==> src/rtl/md_issue_ctrl.sv <==
// Issue controller between the integer pipeline and the mul/div/sign-inject unit.
// Captures one op, drives the request channel, drains the response and writes it back.
module md_issue_ctrl #(
  parameter int OP_W    = 2,
  parameter int TIMEOUT = 31
) (
  input  logic            clk,
  input  logic            reset,
  input  logic            issue_valid,
  input  logic [OP_W-1:0] issue_op,
  input  logic [2:0]      issue_rm,
  input  logic            issue_in_1_signed,
  input  logic            issue_in_2_signed,
  input  logic            issue_out_sel,
  input  logic [4:0]      issue_rd,
  input  logic [31:0]     issue_in_1,
  input  logic [31:0]     issue_in_2,
  input  logic            kill,
  output logic            stall,
  output logic            md_req_valid,
  input  logic            md_req_ready,
  output logic [OP_W-1:0] md_req_op,
  output logic [2:0]      md_req_rm,
  output logic            md_req_in_1_signed,
  output logic            md_req_in_2_signed,
  output logic            md_req_out_sel,
  output logic [31:0]     md_req_in_1,
  output logic [31:0]     md_req_in_2,
  input  logic            md_resp_valid,
  input  logic [31:0]     md_resp_result,
  output logic            wb_valid,
  output logic [4:0]      wb_rd,
  output logic [31:0]     wb_data,
  output logic            busy,
  output logic            timeout_err,
  output logic [1:0]      state_dbg
);

  localparam int CNT_W = $clog2(TIMEOUT + 1);

  typedef enum logic [1:0] {IDLE = 2'd0, REQ = 2'd1, WAIT = 2'd2, DONE = 2'd3} state_t;

  state_t           state;
  logic             killed;
  logic [CNT_W-1:0] cnt;

  // Request channel: a transfer happens on any cycle with md_req_valid & md_req_ready;
  // while valid is high and ready is low the md_req_* fields do not change.
  assign stall     = (state == REQ) | (state == WAIT) | ((state == IDLE) & issue_valid & ~kill);
  assign wb_valid  = (state == DONE) & ~killed & ~kill;
  assign state_dbg = state;

  always_ff @(posedge clk) begin
    if (reset) begin
      state              <= IDLE;
      killed             <= 1'b0;
      cnt                <= '0;
      md_req_valid       <= 1'b0;
      md_req_op          <= '0;
      md_req_rm          <= '0;
      md_req_in_1_signed <= 1'b0;
      md_req_in_2_signed <= 1'b0;
      md_req_out_sel     <= 1'b0;
      md_req_in_1        <= '0;
      md_req_in_2        <= '0;
      wb_rd              <= '0;
      wb_data            <= '0;
      busy               <= 1'b0;
      timeout_err        <= 1'b0;
    end else begin
      case (state)
        IDLE: begin
          if (issue_valid & ~kill) begin
            md_req_op          <= issue_op;
            md_req_rm          <= issue_rm;
            md_req_in_1_signed <= issue_in_1_signed;
            md_req_in_2_signed <= issue_in_2_signed;
            md_req_out_sel     <= issue_out_sel;
            md_req_in_1        <= issue_in_1;
            md_req_in_2        <= issue_in_2;
            wb_rd              <= issue_rd;
            killed             <= 1'b0;
            md_req_valid       <= 1'b1;
            busy               <= 1'b1;
            state              <= REQ;
          end
        end
        REQ: begin
          // A kill coincident with ready still transfers, so the response must be drained.
          if (md_req_ready) begin
            md_req_valid <= 1'b0;
            cnt          <= '0;
            if (kill) killed <= 1'b1;
            state        <= WAIT;
          end else if (kill) begin
            md_req_valid <= 1'b0;
            busy         <= 1'b0;
            state        <= IDLE;
          end
        end
        WAIT: begin
          if (kill) killed <= 1'b1;
          if (md_resp_valid) begin
            wb_data <= md_resp_result;
            state   <= DONE;
          end else if (cnt == CNT_W'(TIMEOUT - 1)) begin
            timeout_err <= 1'b1;
            killed      <= 1'b1;
            state       <= DONE;
          end else if (cnt != {CNT_W{1'b1}}) begin
            cnt <= cnt + 1'b1;
          end
        end
        DONE: begin
          busy  <= 1'b0;
          state <= IDLE;
        end
        default: begin
          state <= IDLE;
        end
      endcase
    end
  end

endmodule
==> config.mk <==
export PLATFORM = sky130hd
export DESIGN_NAME = md_issue_ctrl
export DESIGN_NICKNAME = d
export VERILOG_FILES = /design/src/rtl/md_issue_ctrl.sv
export SDC_FILE = /design/constraint.sdc
export NUM_CORES = 1
export LEC_CHECK = 0
export CAP_MARGIN = 10
export CELL_PAD_IN_SITES_DETAIL_PLACEMENT = 0
export CELL_PAD_IN_SITES_GLOBAL_PLACEMENT = 1
export CORE_ASPECT_RATIO = 1.75
export CORE_UTILIZATION = 35
export DETAILED_ROUTE_END_ITERATION = 7
export DONT_BUFFER_PORTS = 1
export GPL_TIMING_DRIVEN = 0
export PLACE_DENSITY = 0.69
export SLEW_MARGIN = 10
export SYNTH_ARGS = -nofsm -noshare
export SYNTH_HDL_FRONTEND = slang
export SYNTH_SLANG_ARGS = --single-unit
==> constraint.sdc <==
create_clock -name clk -period 4.43 [get_ports clk]
set_clock_uncertainty 0.1 [all_clocks]
set_input_delay 0.443 -clock clk [delete_from_list [all_inputs] [get_ports clk]]
set_output_delay 0.443 -clock clk [all_outputs]
set_load 0.03 [all_outputs]
==> summary.txt <==
Synth Area per Inst = 7.956 um^2
Hold_buf cts = 0
Post-route insts no fill = 757
CTS max path bufs = 2
Clock power share = 0.490
Fin. Hold Viols = 0
Core area = 0.01243 mm^2
WP data arrival = 2.28 ns
Worst slack at placement = 1.973 ns
Pwr per Cell Area = 539.2 mW/mm^2
Switching power = 743.5 uW
Rel. slew slack = 0.2524
Sequential area share after synthesis = 0.5411
Layout cells sized above 1 = 0.08489
Pin count of the biggest net entering global routing = 17
CTS buffer count = 17
Mapped Cells = 558
Final-report setup violation count = 0
Final Critical Period = 2.820 ns
CTS clock-pin slew for the worst setup and hold paths = 0.06 ns
Min-delay worst type = in2reg
I/O pin count = 231
Initial antenna violation count = 0
Vias = 3,796
Grt met1 use = 0.1705
Root Buffer = clkbuf_16
Max IR drop VDD = 0.2580 mV
Wirelength per Cell = 16.35 um
Yosys warns = 0
Nets = 700
Leak = 1.849 nW
Met3 usage = 0.07956
Crit Path Max Fanout = 7
Commonest cells post-synth = nand2_1, dfxtp_1, a21oi_1
Total congestion overflow = 0
Setup TNS = 0 ns
RSZ-0062 raised after global routing = false
GR Util met2 = 0.3374
Synth top area cells = dfxtp_1, nand2_1, a21oi_1
Die Area = 0.01316 mm^2
Clock Latency Late Sink = 0.40 ns
FMAX = 0.3546 GHz
Kind of critical path = reg2out
Vias/cell = 5.015
Cell Rows = 54
I/O Buffers = 0
Synth Cell Area = 0.004439 mm^2
Ant diodes = 0
Final period util = 0.6365
Total power = 2.827 mW
Setup Buffers After CTS = 0
Critical path data required time = 3.89 ns
Power Internal = 2.084 mW
Final Wtd Congestion = 0.8241
1st-pass router iterations = 7
Initial DRC count = 133
Placed Cells = 726
Share of power burned in registers = 0.445
Post-CTS sizing = 0
Post-Syn Nets = 681
Vias in the first global route = 3,744
Worst Tran Pin Value = 1.119 ns
Final setup margin = 1.610 ns
Post-route ant nets = 0
Critical Path Start Type = register
Drt drc = 0
All-Layer GR Usage = 0.1837
Crit. End Element = output pin
Area Growth Syn to Fin = 18.12%
Clock Sinks = 120
Final Max Slew Viols = 0
Most numerous cell in the Yosys netlist = nand2_1
Ys async rst share = 0
Yosys top cell area share = 0.5411
#FFs+latches synth = 120
Die width = 87.14 um
Status = complete, no violations
Die height = 151.0 um
Sw Share = 0.2630
Post-synth top flop = dfxtp_1
CTS tree = built
Post-DP HPWL = 9.323 mm
Max Cap Violations = 0
Starting Density = 0.3571
Distinct cell type count after synthesis = 37
Logic pwr share = 0.065
WL final = 12.37 mm
Number of flops mapped to enable cells by yosys = 0
Synth area leader = dfxtp_1
GR peak layer = met2
Number of H-tree levels = 4
First-pass GRT wire length = 18.23 mm
registers in the layout, summed over array words and instances (netlist names), named ones only:
register and count:
md_req_in_1 32, md_req_in_2 32, wb_data 32, cnt 5, wb_rd 5, md_req_rm 3, md_req_op 2, busy 1
killed 1, md_req_in_1_signed 1, md_req_in_2_signed 1, md_req_out_sel 1, md_req_valid 1, state_dbg 1, timeout_err 1
logic make-up (layout without fill, tap and decap cells):
group | after synthesis | after routing | synth area share
muxes | 1 | 1 | 0.002536
AOI/OAI and AO/OA | 135 | 135 | 0.1635
DFF | 120 | 120 | 0.5411
adders and majority gates | 8 | 8 | 0.02255
and+or+nand+nor | 251 | 251 | 0.2300
buffers and inverters | 43 | 74 | 0.04030
path summary, 6_finish.rpt:
| path | start | end | depth (start not counted) | slack, ns |
|---|---|---|---|---|
| setup reg to reg | state_dbg[0] | register | 6 | 1.98 |
| hold / removal | issue_in_2[27] | md_req_in_2[27] | 2 | 0.07 |
| hold reg to reg | cnt[1] | cnt[1] | 1 | 0.41 |
| setup / recovery | state_dbg[0] | wb_valid | 2 | 1.61 |
layout by cell type, fill, tap and decap left out, drive strengths merged, types with 2 or more instances in the layout:
| cell type | n |
|---|---|
| o21ai | 4 |
| ha | 8 |
| nand4 | 2 |
| nor2 | 5 |
| nor2b | 4 |
| bufinv | 3 |
| and2 | 3 |
| nand3 | 2 |
| a21oi | 118 |
| a21o | 2 |
| nand2 | 222 |
| nor3 | 2 |
| clkinv | 3 |
| clkinvlp | 5 |
| clkbuf | 41 |
| nand2b | 4 |
| and3 | 2 |
| inv | 7 |
| buf | 15 |
| or3 | 2 |
| dfxtp | 120 |
| a211oi | 3 |
| a211o | 2 |
metrics by stage:
stage               hold WS, ns  utilization  instance area, um^2
CTS                     0.05223       0.4218                 5244
detailed placement       0.4024       0.3740                 4649
global placement         0.3877       0.3740                 4649
finish                  0.06719       0.4218                 5244
global route            0.05019       0.4218                 5244
floorplan                0.3637            -                 4439
area by class of cell:
cell class              count  area, um^2
well taps                 168       210.2
clock buffers              19       442.9
inverters                   6       22.52
multi-input cells         395        1858
flip-flops and latches    120        2402
plain buffers              37       156.4
fillers                  1320        7188
clock inverters            12       151.4
critical path, cell delays in order (launching register included):
cell and delay [ns]:
dfxtp_1 0.67, ha_1 0.30, nor3b_1 0.91
power groups by stage:
| stage | clock network (mW) | registers [mW] | logic (mW) |
|---|---|---|---|
| floorplan | 0 | 1.27 | 0.144 |
| finish | 1.38 | 1.26 | 0.184 |
| detailed placement | 0 | 1.28 | 0.187 |
| global route | 1.48 | 1.26 | 0.209 |
| CTS | 1.42 | 1.26 | 0.187 |
| global placement | 0 | 1.28 | 0.180 |
layer usage:
metal  part of all wire  wire [um]  up-vias
li1                   -          -     1866
met1               0.34       4268     1747
met2               0.53       6613      167
met3               0.10       1275       16
met4              0.018        217        0
met5                  0          0        -
Power figures use the tool's default switching activity.
